`src/rtl/alu_sweep_pkg.sv`:
```
// Shared types and constants for the ALU opcode sweep controller.
// Latency: none, declarations only.
// Backpressure: none, declarations only.
package alu_sweep_pkg;

  localparam int DATA_W  = 8;
  localparam int OP_W    = 4;
  localparam int NUM_OPS = 16;

  typedef enum logic [1:0] {
    ST_IDLE    = 2'd0,
    ST_SETTLE  = 2'd1,
    ST_CAPTURE = 2'd2,
    ST_DONE    = 2'd3
  } state_e;

  // Rotate the running signature left by one, then fold in the new result.
  function automatic logic [DATA_W-1:0] sig_update(input logic [DATA_W-1:0] sig,
                                                   input logic [DATA_W-1:0] data);
    return {sig[DATA_W-2:0], sig[DATA_W-1]} ^ data;
  endfunction

endpackage

```
`src/rtl/alu_result_buf.sv`:
```
// Result store: one entry per opcode, written at capture, read back by the host.
// Latency: write lands on the clock edge; read is combinational (old data until the edge).
// Backpressure: none, always accepts a write and always serves a read.
module alu_result_buf
  import alu_sweep_pkg::*;
(
  input  logic              clk,
  input  logic              rst_n,
  input  logic              wr_en_i,
  input  logic [OP_W-1:0]   wr_addr_i,
  input  logic [DATA_W-1:0] wr_data_i,
  input  logic [OP_W-1:0]   rd_addr_i,
  output logic [DATA_W-1:0] rd_data_o
);

  logic [DATA_W-1:0] mem_q [NUM_OPS];

  // Storage array: only reset clears it, so results survive across sweeps.
  always_ff @(posedge clk or negedge rst_n) begin
    if (!rst_n) begin
      for (int i = 0; i < NUM_OPS; i++) begin
        mem_q[i] <= '0;
      end
    end else if (wr_en_i) begin
      mem_q[wr_addr_i] <= wr_data_i;
    end
  end

  assign rd_data_o = mem_q[rd_addr_i];

endmodule

```
`src/rtl/alu_sweep_ctrl.sv`:
```
// Sweeps opcodes 0..NUM_OPS-1 through an external ALU for one latched operand pair.
// Latency: SETTLE+1 cycles per opcode; done pulses the cycle after the last capture.
// Backpressure: start only sampled in IDLE; abort cancels a running sweep without a done pulse.
module alu_sweep_ctrl
  import alu_sweep_pkg::*;
#(
  parameter int unsigned SETTLE = 2  // hold cycles before capture, must be at least 1
) (
  input  logic              clk,
  input  logic              rst_n,
  input  logic              start_i,
  input  logic              abort_i,
  input  logic [DATA_W-1:0] a_i,
  input  logic [DATA_W-1:0] b_i,
  output logic [DATA_W-1:0] alu_a_o,
  output logic [DATA_W-1:0] alu_b_o,
  output logic [OP_W-1:0]   alu_op_o,
  input  logic [DATA_W-1:0] alu_out_i,
  output logic              busy_o,
  output logic              done_o,
  output logic [DATA_W-1:0] signature_o,
  input  logic [OP_W-1:0]   rd_addr_i,
  output logic [DATA_W-1:0] rd_data_o
);

  localparam int unsigned      CNT_W    = (SETTLE > 1) ? $clog2(SETTLE) : 1;
  localparam logic [CNT_W-1:0] CNT_LAST = CNT_W'(SETTLE - 1);
  localparam logic [OP_W-1:0]  OP_LAST  = OP_W'(NUM_OPS - 1);

  state_e            state_q;
  logic [CNT_W-1:0]  cnt_q;
  logic [DATA_W-1:0] alu_a_q;
  logic [DATA_W-1:0] alu_b_q;
  logic [OP_W-1:0]   alu_op_q;
  logic [DATA_W-1:0] sig_q;
  logic [DATA_W-1:0] sig_d;
  logic              busy_q;
  logic              done_q;
  logic              capture_en;

  // An abort in the capture cycle wins, so neither buffer nor signature moves.
  assign capture_en = (state_q == ST_CAPTURE) && !abort_i;
  assign sig_d      = sig_update(sig_q, alu_out_i);

  // Sweep sequencer; busy/done are registered alongside the state they describe.
  always_ff @(posedge clk or negedge rst_n) begin
    if (!rst_n) begin
      state_q  <= ST_IDLE;
      cnt_q    <= '0;
      alu_a_q  <= '0;
      alu_b_q  <= '0;
      alu_op_q <= '0;
      sig_q    <= '0;
      busy_q   <= 1'b0;
      done_q   <= 1'b0;
    end else begin
      case (state_q)
        ST_IDLE: begin
          if (start_i) begin
            alu_a_q  <= a_i;
            alu_b_q  <= b_i;
            alu_op_q <= '0;
            cnt_q    <= '0;
            sig_q    <= '0;
            busy_q   <= 1'b1;
            state_q  <= ST_SETTLE;
          end
        end
        ST_SETTLE: begin
          if (abort_i) begin
            busy_q  <= 1'b0;
            state_q <= ST_IDLE;
          end else begin
            cnt_q <= cnt_q + CNT_W'(1);
            if (cnt_q == CNT_LAST) begin
              state_q <= ST_CAPTURE;
            end
          end
        end
        ST_CAPTURE: begin
          if (abort_i) begin
            busy_q  <= 1'b0;
            state_q <= ST_IDLE;
          end else begin
            sig_q <= sig_d;
            if (alu_op_q == OP_LAST) begin
              // Opcode stays at the last value through DONE.
              busy_q  <= 1'b0;
              done_q  <= 1'b1;
              state_q <= ST_DONE;
            end else begin
              alu_op_q <= alu_op_q + OP_W'(1);
              cnt_q    <= '0;
              state_q  <= ST_SETTLE;
            end
          end
        end
        ST_DONE: begin
          done_q  <= 1'b0;
          state_q <= ST_IDLE;
        end
        default: begin
          busy_q  <= 1'b0;
          done_q  <= 1'b0;
          state_q <= ST_IDLE;
        end
      endcase
    end
  end

  alu_result_buf u_buf (
    .clk       (clk),
    .rst_n     (rst_n),
    .wr_en_i   (capture_en),
    .wr_addr_i (alu_op_q),
    .wr_data_i (alu_out_i),
    .rd_addr_i (rd_addr_i),
    .rd_data_o (rd_data_o)
  );

  assign alu_a_o     = alu_a_q;
  assign alu_b_o     = alu_b_q;
  assign alu_op_o    = alu_op_q;
  assign signature_o = sig_q;
  assign busy_o      = busy_q;
  assign done_o      = done_q;

endmodule

```
`config.mk`:
```
export PLATFORM = sky130hd
export DESIGN_NAME = alu_sweep_ctrl
export DESIGN_NICKNAME = d
export VERILOG_FILES = /design/src/rtl/alu_sweep_pkg.sv /design/src/rtl/alu_result_buf.sv /design/src/rtl/alu_sweep_ctrl.sv
export SDC_FILE = /design/constraint.sdc
export NUM_CORES = 1
export LEC_CHECK = 0
export CORE_MARGIN = 5
export CORE_UTILIZATION = 36
export DETAILED_ROUTE_END_ITERATION = 10
export PLACE_DENSITY_LB_ADDON = 0.1
export SYNTH_ARGS = -nofsm -noshare
export SYNTH_HDL_FRONTEND = slang
export SYNTH_SLANG_ARGS = --single-unit
```
`constraint.sdc`:
```
create_clock -name clk -period 5.5 [get_ports clk]
set_input_delay 1.65 -clock clk [delete_from_list [all_inputs] [get_ports clk]]
set_output_delay 1.65 -clock clk [all_outputs]
set_load 0.005 [all_outputs]
```
-- Word level (Yosys, flattened, before mapping)
Index checks and enable logic that the tools add are counted.
- add/subtract/negate cells: 2
- magnitude comparators: 3
- equal/unequal tests: 12
- multiplexer cells: 32
- bitwise operators: 3
- reductions and logical operators: 14
- operator list (operator ; number):
    $bwmux W128 ; 1
    $mux W8 ; 5
    $bmux W8 S4 ; 1
    $demux W8 S4 ; 1
    $pmux W8 S2 ; 1
    $mux W4 ; 3
    $ge A5 B5 Y1 const B ; 2
    $mux W1 ; 10
    $mux W2 ; 5
    $ne A2 B2 Y1 const B ; 5
    $not A4 Y5 ; 2
    $pmux W2 S4 ; 1
    $pmux W4 S2 ; 1
    $reduce_and A4 Y1 ; 2
    $xor A8 B8 Y8 ; 1
    $pmux W1 S3 ; 2
    $reduce_and A3 Y1 ; 2
    $lt A5 B1 Y1 const B ; 1
    $reduce_and A5 Y1 ; 1
    $add A4 B1 Y4 const B ; 1
    $eq A2 B2 Y1 const B ; 2
    $eq A4 B4 Y1 const B ; 1
    $reduce_and A2 Y1 ; 2
    $reduce_bool A2 Y1 ; 2
    other kinds (10) ; 11
- flip-flop bits (word level): 161
- input bits: 32
- output and inout bits: 38
- word-level logic and storage cells: 90

-- Depth between registers and ports, before layout
Gate-level depths: netlist of run 1.
- depth after elaboration: 6
- mapped depth: 7
- depth with buffers taken out: 6

-- By module
A second synthesis of run 1 with hierarchy kept.
- cells, all modules: 487
- area, all modules: 7478.4 um^2
- modules (own cells, without submodules) (module ; times used ; cells each ; area each (um^2) ; seq. area each (um^2)):
    alu_result_buf ; 1 ; 365 ; 5915.7 ; 3203.1
    alu_sweep_ctrl ; 1 ; 122 ; 1562.7 ; 825.8

-- Least setup slack after synthesis of run 1
Ideal clock, no wire load.
- path type: input port to output port
- start: input rd_addr_i[0]
- end: output rd_data_o[0]
- arrival: 2862 ps
- required time: 3850 ps
- slack: 988 ps
- cell stages on the path: 5
- buffers on the path: 2
- cell sequence: buf_2 buf_2 mux4_2 a22oi_1 nand2_1
- longest elaborated chain between the ends: 4
- RTL lines (element ; line ; RTL):
    start, declared ; alu_sweep_ctrl.sv:22 ; input logic [OP_W-1:0] rd_addr_i,
    $not A4 Y5 (implied by the code) ; alu_result_buf.sv:29 ; assign rd_data_o = mem_q[rd_addr_i];
    $bmux W8 S4 ; alu_result_buf.sv:29 ;
    $mux W8 (implied by the code) (2 in series) ; alu_result_buf.sv:29 ;
    end, declared ; alu_sweep_ctrl.sv:23 ; output logic [DATA_W-1:0] rd_data_o
Every way passes these cells. The select of a mux whose other input is x is not followed.

-- Worst setup path in the final report of run 1
- start: input rd_addr_i[1]
- end: output rd_data_o[5]
Same word-level chain as after synthesis.

==> results.json, run 1 <==
{
  "slew_violations": 0,
  "max_freq_mhz": 191,
  "grt_pass1_vias": 4924,
  "period_minus_slack_ns": 5.24,
  "viasPerCell": 5.08,
  "boundaryPins": 70,
  "synth_edf_count": 0,
  "power.density_nw_per_um2": 380,
  "setup-violations-final": 0,
  "hold_path.class": "flop to flop",
  "worstSkewPairLatency_ns": 0.42,
  "synth_compound_area_share_pct": 3.85,
  "synth_ff_type": "dfrtp_1",
  "fin_area_um2": 9050,
  "drive_above_1_share_pct": 37.3,
  "critPathCaptureType": "output pin",
  "syn_area_per_cell_um2": 14.5,
  "ys_warn_count": 0,
  "timing.rr.end": "u_buf.mem_q[7]",
  "fill_cells": 1854,
  "cap_violations": 0,
  "drtAntennaViolNets": 0,
  "ir_drop_uv": 192,
  "power.leakage_nw": 4.22,
  "grt_pass1_wl_mm": 27.6,
  "ctsHoldBuffers": 0,
  "cts-resized-gates": 0,
  "ys_seq_area_share_pct": 54.1,
  "yosys-top-cells-count": "161 x dfrtp_1, 134 x mux2_2, 39 x nand2_1, 32 x mux4_2, 23 x clkbuf_1",
  "cts_tree": "done",
  "final_nets": 616,
  "r2r_start": "state_q[0]",
  "grt_antenna_before_repair": 0,
  "path_clk_slew_ns": 0.06,
  "power.share.sequential_pct": 42.5,
  "dieArea_um2": 23700,
  "synth-simple-area-share_pct": 5.48,
  "synth.most_common_cell": "dfrtp_1",
  "hpwl_mm": 11.3,
  "syn2layout_area_growth_pct": 21.5,
  "rsz0062_at_grt": "false",
  "drtIter0Drc": 217,
  "port_buffers": 69,
  "vias": 4355,
  "path_max_fanout": 32,
  "power_frac_comb_pct": 20.5,
  "critPathLaunch": "rd_addr_i[1]",
  "timing.final.crit_share_pct": 95.3,
  "status": "finished clean",
  "r2r_slack_ns": 2.79,
  "wl_per_cell_um": 19.5,
  "crit_type": "primary input to output pin",
  "grt_max_degree": 106,
  "clkPwrFrac_pct": 37.0,
  "grt_usage_pct": 14.9,
  "drc": 0,
  "switching_power_mw": 0.904,
  "arrival_ns": 3.59,
  "reg2reg_depth": 5,
  "synth_adder_area_share_pct": 1.68,
  "relSlewSlack_pct": 32.8,
  "die_w_um": 154,
  "num_antenna_cells": 0,
  "start_util_pct": 36.7,
  "post-cts-setup-buffers": 0,
  "num_rows": 52,
  "htree_levels": 4,
  "synth_top_family_by_area": "multiplexers",
  "power.internal_mw": 2.53,
  "grt_overflow": 0,
  "synth_fp_nets": 555,
  "synth_top_area_share_pct": 54.1,
  "clock_sinks": 161,
  "synthArstFlopShare_pct": 100,
  "startpoint_type": "primary input",
  "die_height_um": 154,
  "syn_inst": 513,
  "cts_buffers": 17,
  "skew_ns": 0.00650,
  "tightest_slew_ns": 1.01,
  "endpoint": "rd_data_o[5]",
  "finalSetupTns_ns": 0,
  "syn_area_um2": 7450,
  "wirelength_mm": 16.8,
  "timing_hold_violations_final": 0,
  "synthMuxAreaShare_pct": 31.9,
  "ys_ff_latch": 161,
  "place_area_um2": 8420,
  "core-area_um2": 20300,
  "synth_xor_area_share_pct": 0.941,
  "cts-root-buf": "clkbuf_16",
  "synthDistinctLibCells": 38,
  "yosysTopAreaCell": "dfrtp_1",
  "cp_data_required_time_ns": 3.85,
  "p_sw_share_pct": 26.3,
  "gp_congestion": 0.762,
  "ys_top_cells_by_area": "dfrtp_1 54%, mux2_2 20%, mux4_2 9.7%",
  "drtPass1Iterations": 4,
  "clockBufferDepth": 2
}
per-stage QoR:
stage	power [mW]	utilization (%)	cells	hold slack [ns]	worst slack, ns
3_3_place_gp	2.18	41.5	825	0.470	0.191
2_1_floorplan	1.86	-	513	0.459	0.988
4_1_cts	3.49	44.6	857	0.493	0.194
6_report	3.44	44.6	857	0.489	0.260
3_5_place_dp	2.20	41.5	825	0.479	0.195
5_1_grt	3.62	44.6	857	0.514	0.114
registers in the layout, indices dropped and copies added, names as in the netlist:
name         cells
alu_op_o         4
alu_b_o          8
done_o           1
signature_o      8
busy_o           1
alu_a_o          8
u_buf.mem_q    128
state_q          2
cnt_q            1
layer usage:
metal	share of wire (%)	GRT usage (%)	vias to the layer above	wire length, µm
li1	-	-	1992	-
met1	45	19.2	2283	7470
met2	51	24.6	69	8470
met3	4.0	4.53	11	667
met4	0.85	3.87	0	143
met5	0	0	-	0
kinds of logic (layout without fill, tap and decap cells):
family	Yosys count	count (layout)
adder cells (fa/ha/maj)	10	10
AO/OA/AOI/OAI	42	42
flip-flops	161	161
XOR/XNOR	8	8
multiplexers	179	179
AND/OR/NAND/NOR	74	74
buffers and inverters	39	113
worst max-delay path: stages:
cell	delay [ns]
clkdlybuf4s50_1	0.52
buf_12	0.25
mux4_2	0.33
a22oi_1	0.28
nand2_1	0.11
clkdlybuf4s50_1	0.45
power groups by stage:
stage / registers, mW / clock network (mW) / logic [mW]
finish: 1.46 / 1.27 / 0.706
global route: 1.49 / 1.35 / 0.777
CTS: 1.46 / 1.30 / 0.724
detailed placement: 1.48 / 0 / 0.718
global placement: 1.47 / 0 / 0.706
floorplan: 1.47 / 0 / 0.387
layout by cell type, fill, tap and decap left out, types with 2 or more instances in the layout:
master,netlist,layout
nand3_1,2,2
mux4_2,32,32
inv_1,7,7
xor2_1,8,8
o41ai_1,2,2
a22oi_1,16,16
a21oi_1,3,3
nand2_4,4,4
clkinv_2,0,2
nor2_1,4,4
inv_6,0,4
buf_12,0,3
mux2_2,134,134
nor3_2,3,3
clkinvlp_4,0,3
nand2_1,39,39
nor3_1,2,2
bufinv_16,0,4
clkdlybuf4s50_1,0,67
nand2b_1,3,3
ha_1,10,10
clkinv_4,0,2
mux2i_1,2,2
o21ai_0,13,13
a22o_1,2,2
and2_1,2,2
clkbuf_16,0,17
buf_4,1,2
nor2b_1,6,6
a41oi_1,2,2
mux2_1,11,11
nand2_2,3,3
dfrtp_1,161,161
worst min path at each step:
| stage | startpoint | depth (start not counted) | end | slack (ns) |
|---|---|---|---|---|
| after floorplan | u_buf.mem_q[15] | 1 | u_buf.mem_q[15] | 0.46 |
| after global placement | u_buf.mem_q[99] | 1 | u_buf.mem_q[99] | 0.47 |
| after detailed placement | u_buf.mem_q[96] | 1 | u_buf.mem_q[96] | 0.48 |
| after CTS | u_buf.mem_q[96] | 1 | u_buf.mem_q[96] | 0.49 |
| after global routing | u_buf.mem_q[95] | 1 | u_buf.mem_q[95] | 0.51 |
| final | u_buf.mem_q[96] | 1 | u_buf.mem_q[96] | 0.49 |
layout make-up:
cell class	instances	area [µm²]	area share, %
sequential	161	4030	44.5
multi-input combinational	313	3260	36.1
timing repair buffer	74	762	8.42
clock buffer	17	425	4.70
tap	270	338	3.73
clock inverter	15	205	2.27
inverter	7	26.3	0.290
(Power assumes the default switching activity.)
==> run 2: changes to the inputs <==
--- a/config.mk
+++ b/config.mk
@@ -8,7 +8,7 @@
 export CORE_MARGIN = 5
 export CORE_UTILIZATION = 36
 export DETAILED_ROUTE_END_ITERATION = 10
-export PLACE_DENSITY_LB_ADDON = 0.1
+export PLACE_DENSITY = 0.62
 export SYNTH_ARGS = -nofsm -noshare
 export SYNTH_HDL_FRONTEND = slang
 export SYNTH_SLANG_ARGS = --single-unit
==> run 2 against run 1 <==
Net effect:
- cell count unchanged
- non-clock buffer count increased by 1
- clock skew hardly changed
- register-to-register slack better by 0.03 ns
- via count grew 2.1%
- clock power barely moved
- flip-flop and latch count is the same
- critical path type unchanged
- critical endpoint is now rd_data_o[1]
- largest cell class unchanged
- highest routed layer unchanged
==> results.json, run 2 (synthesis gave the netlist of run 1 again) <==
{
  "relSlewSlack_pct": 42.2,
  "tightest_slew_ns": 0.862,
  "num_antenna_cells": 0,
  "clock_sinks": 161,
  "power.leakage_nw": 4.22,
  "dieArea_um2": 23700,
  "path_cells": "clkdlybuf4s50_1 > buf_12 > mux4_2 > a22oi_1 > nand2_1 > clkdlybuf4s50_1",
  "syn2layout_area_growth_pct": 21.5,
  "finalSetupTns_ns": 0,
  "grt_pass1_wl_mm": 27.0,
  "critPathLaunch": "rd_addr_i[1]",
  "path_max_fanout": 32,
  "worstSkewPairLatency_ns": 0.43,
  "power_frac_comb_pct": 20.5,
  "power.share.sequential_pct": 42.5,
  "final_nets": 617,
  "switching_power_mw": 0.869,
  "period_minus_slack_ns": 5.26,
  "drive_above_1_share_pct": 37.0,
  "power.internal_mw": 2.58,
  "min_from": "u_buf.mem_q[15]",
  "boundaryPins": 70,
  "r2r_start": "state_q[0]",
  "start_util_pct": 36.7,
  "cts_tree": "done",
  "drc": 0,
  "port_buffers": 69,
  "drtAntennaViolNets": 0,
  "hold_path.class": "flop to flop",
  "core-area_um2": 20300,
  "die_height_um": 154,
  "die_w_um": 154,
  "power.density_nw_per_um2": 381,
  "reg2reg_depth": 5,
  "vias": 4445,
  "cp_common_cell": "clkdlybuf4s50_1",
  "cts-resized-gates": 0,
  "wirelength_mm": 16.4,
  "grt_overflow": 0,
  "slew_violations": 0,
  "htree_levels": 4,
  "skew_ns": 0.00698,
  "max_freq_mhz": 190,
  "wl_per_cell_um": 19.1,
  "layout_commonest_cell": "dfrtp_1",
  "cts_buffers": 17,
  "ir_drop_uv": 237,
  "path_clk_slew_ns": 0.06,
  "layout_common_cells": "161 x dfrtp_1, 134 x mux2_2, 67 x clkdlybuf4s50_1, 39 x nand2_1, 32 x mux4_2",
  "cp_data_required_time_ns": 3.85,
  "grt_pass1_vias": 4951,
  "cap_violations": 0,
  "fin_util_pct": 44.6,
  "cp_slowest_cell": "clkdlybuf4s50_1",
  "fin_area_um2": 9050,
  "drtPass1Iterations": 4,
  "num_rows": 52,
  "status": "finished clean",
  "rsz0062_at_grt": "false",
  "largest_reg_flops": 128,
  "place_area_um2": 8410,
  "clkPwrFrac_pct": 36.9,
  "post-cts-setup-buffers": 0,
  "timing.final.crit_share_pct": 95.6,
  "holdPathStages": 1,
  "gp_congestion": 0.758,
  "setup-violations-final": 0,
  "timing_hold_violations_final": 0,
  "cts-root-buf": "clkbuf_16",
  "ctsHoldBuffers": 0,
  "grt_antenna_before_repair": 0,
  "arrival_ns": 3.61,
  "drtIter0Drc": 181,
  "hpwl_mm": 10.8,
  "p_sw_share_pct": 25.2,
  "crit_type": "primary input to output pin",
  "critPathCaptureType": "output pin",
  "crit_path_max_incr_delay_ns": 0.51,
  "grt_max_degree": 90,
  "clockBufferDepth": 2,
  "viasPerCell": 5.19,
  "startpoint_type": "primary input",
  "grt_usage_pct": 14.5,
  "largest_register": "u_buf.mem_q"
}
==> run 2: final timing paths <==
kind / to / slack (ns)
max in group asynchronous: u_buf.mem_q[31] / 3.16
setup / recovery: rd_data_o[1] / 0.24
min in group asynchronous: alu_a_o[4] / 1.30
hold reg to reg: u_buf.mem_q[15] / 0.49
setup reg to reg: u_buf.mem_q[69] / 2.82
hold / removal: u_buf.mem_q[15] / 0.49
==> run 2: area by class of cell <==
cell class,instances,area [µm²]
fillers,1841,11200
well taps,270,338
clock inverters,8,151
clock buffers,23,488
repair buffers,75,757
multi-input cells,313,3260
inverters,7,26.3
flip-flops and latches,161,4030
==> run 2: metal layers <==
layer / up-vias / track usage (%) / share of wire (%)
met5: - / 0 / 0
met4: 0 / 3.74 / 1.0
met3: 14 / 4.47 / 4.3
met2: 87 / 23.7 / 49
met1: 2349 / 18.9 / 46
li1: 1995 / - / -
==> run 2: metrics by stage <==
stage / hold slack [ns] / worst slack [ns] / total power [mW] / instances
after floorplan: 0.459 / 0.988 / 1.86 / 513
after global placement: 0.469 / 0.176 / 2.17 / 826
after detailed placement: 0.478 / 0.168 / 2.20 / 826
after CTS: 0.492 / 0.173 / 3.49 / 857
after global routing: 0.504 / 0.108 / 3.61 / 857
final: 0.490 / 0.243 / 3.45 / 857
==> run 2: worst max-delay path: cells and delay by family <==
kind	cells	cell delay [ns]
buffers and inverters	3	1.23
AOI/OAI and AO/OA	1	0.27
and+or+nand+nor	1	0.11
muxes	1	0.33
==> run 2: power by group through the flow <==
stage                     Combinational, mW  Clock (mW)  Sequential (mW)
after floorplan                       0.387           0             1.47
after global placement                0.698           0             1.47
after detailed placement              0.716           0             1.48
after CTS                             0.721        1.30             1.47
after global routing                  0.778        1.35             1.49
final                                 0.708        1.27             1.47
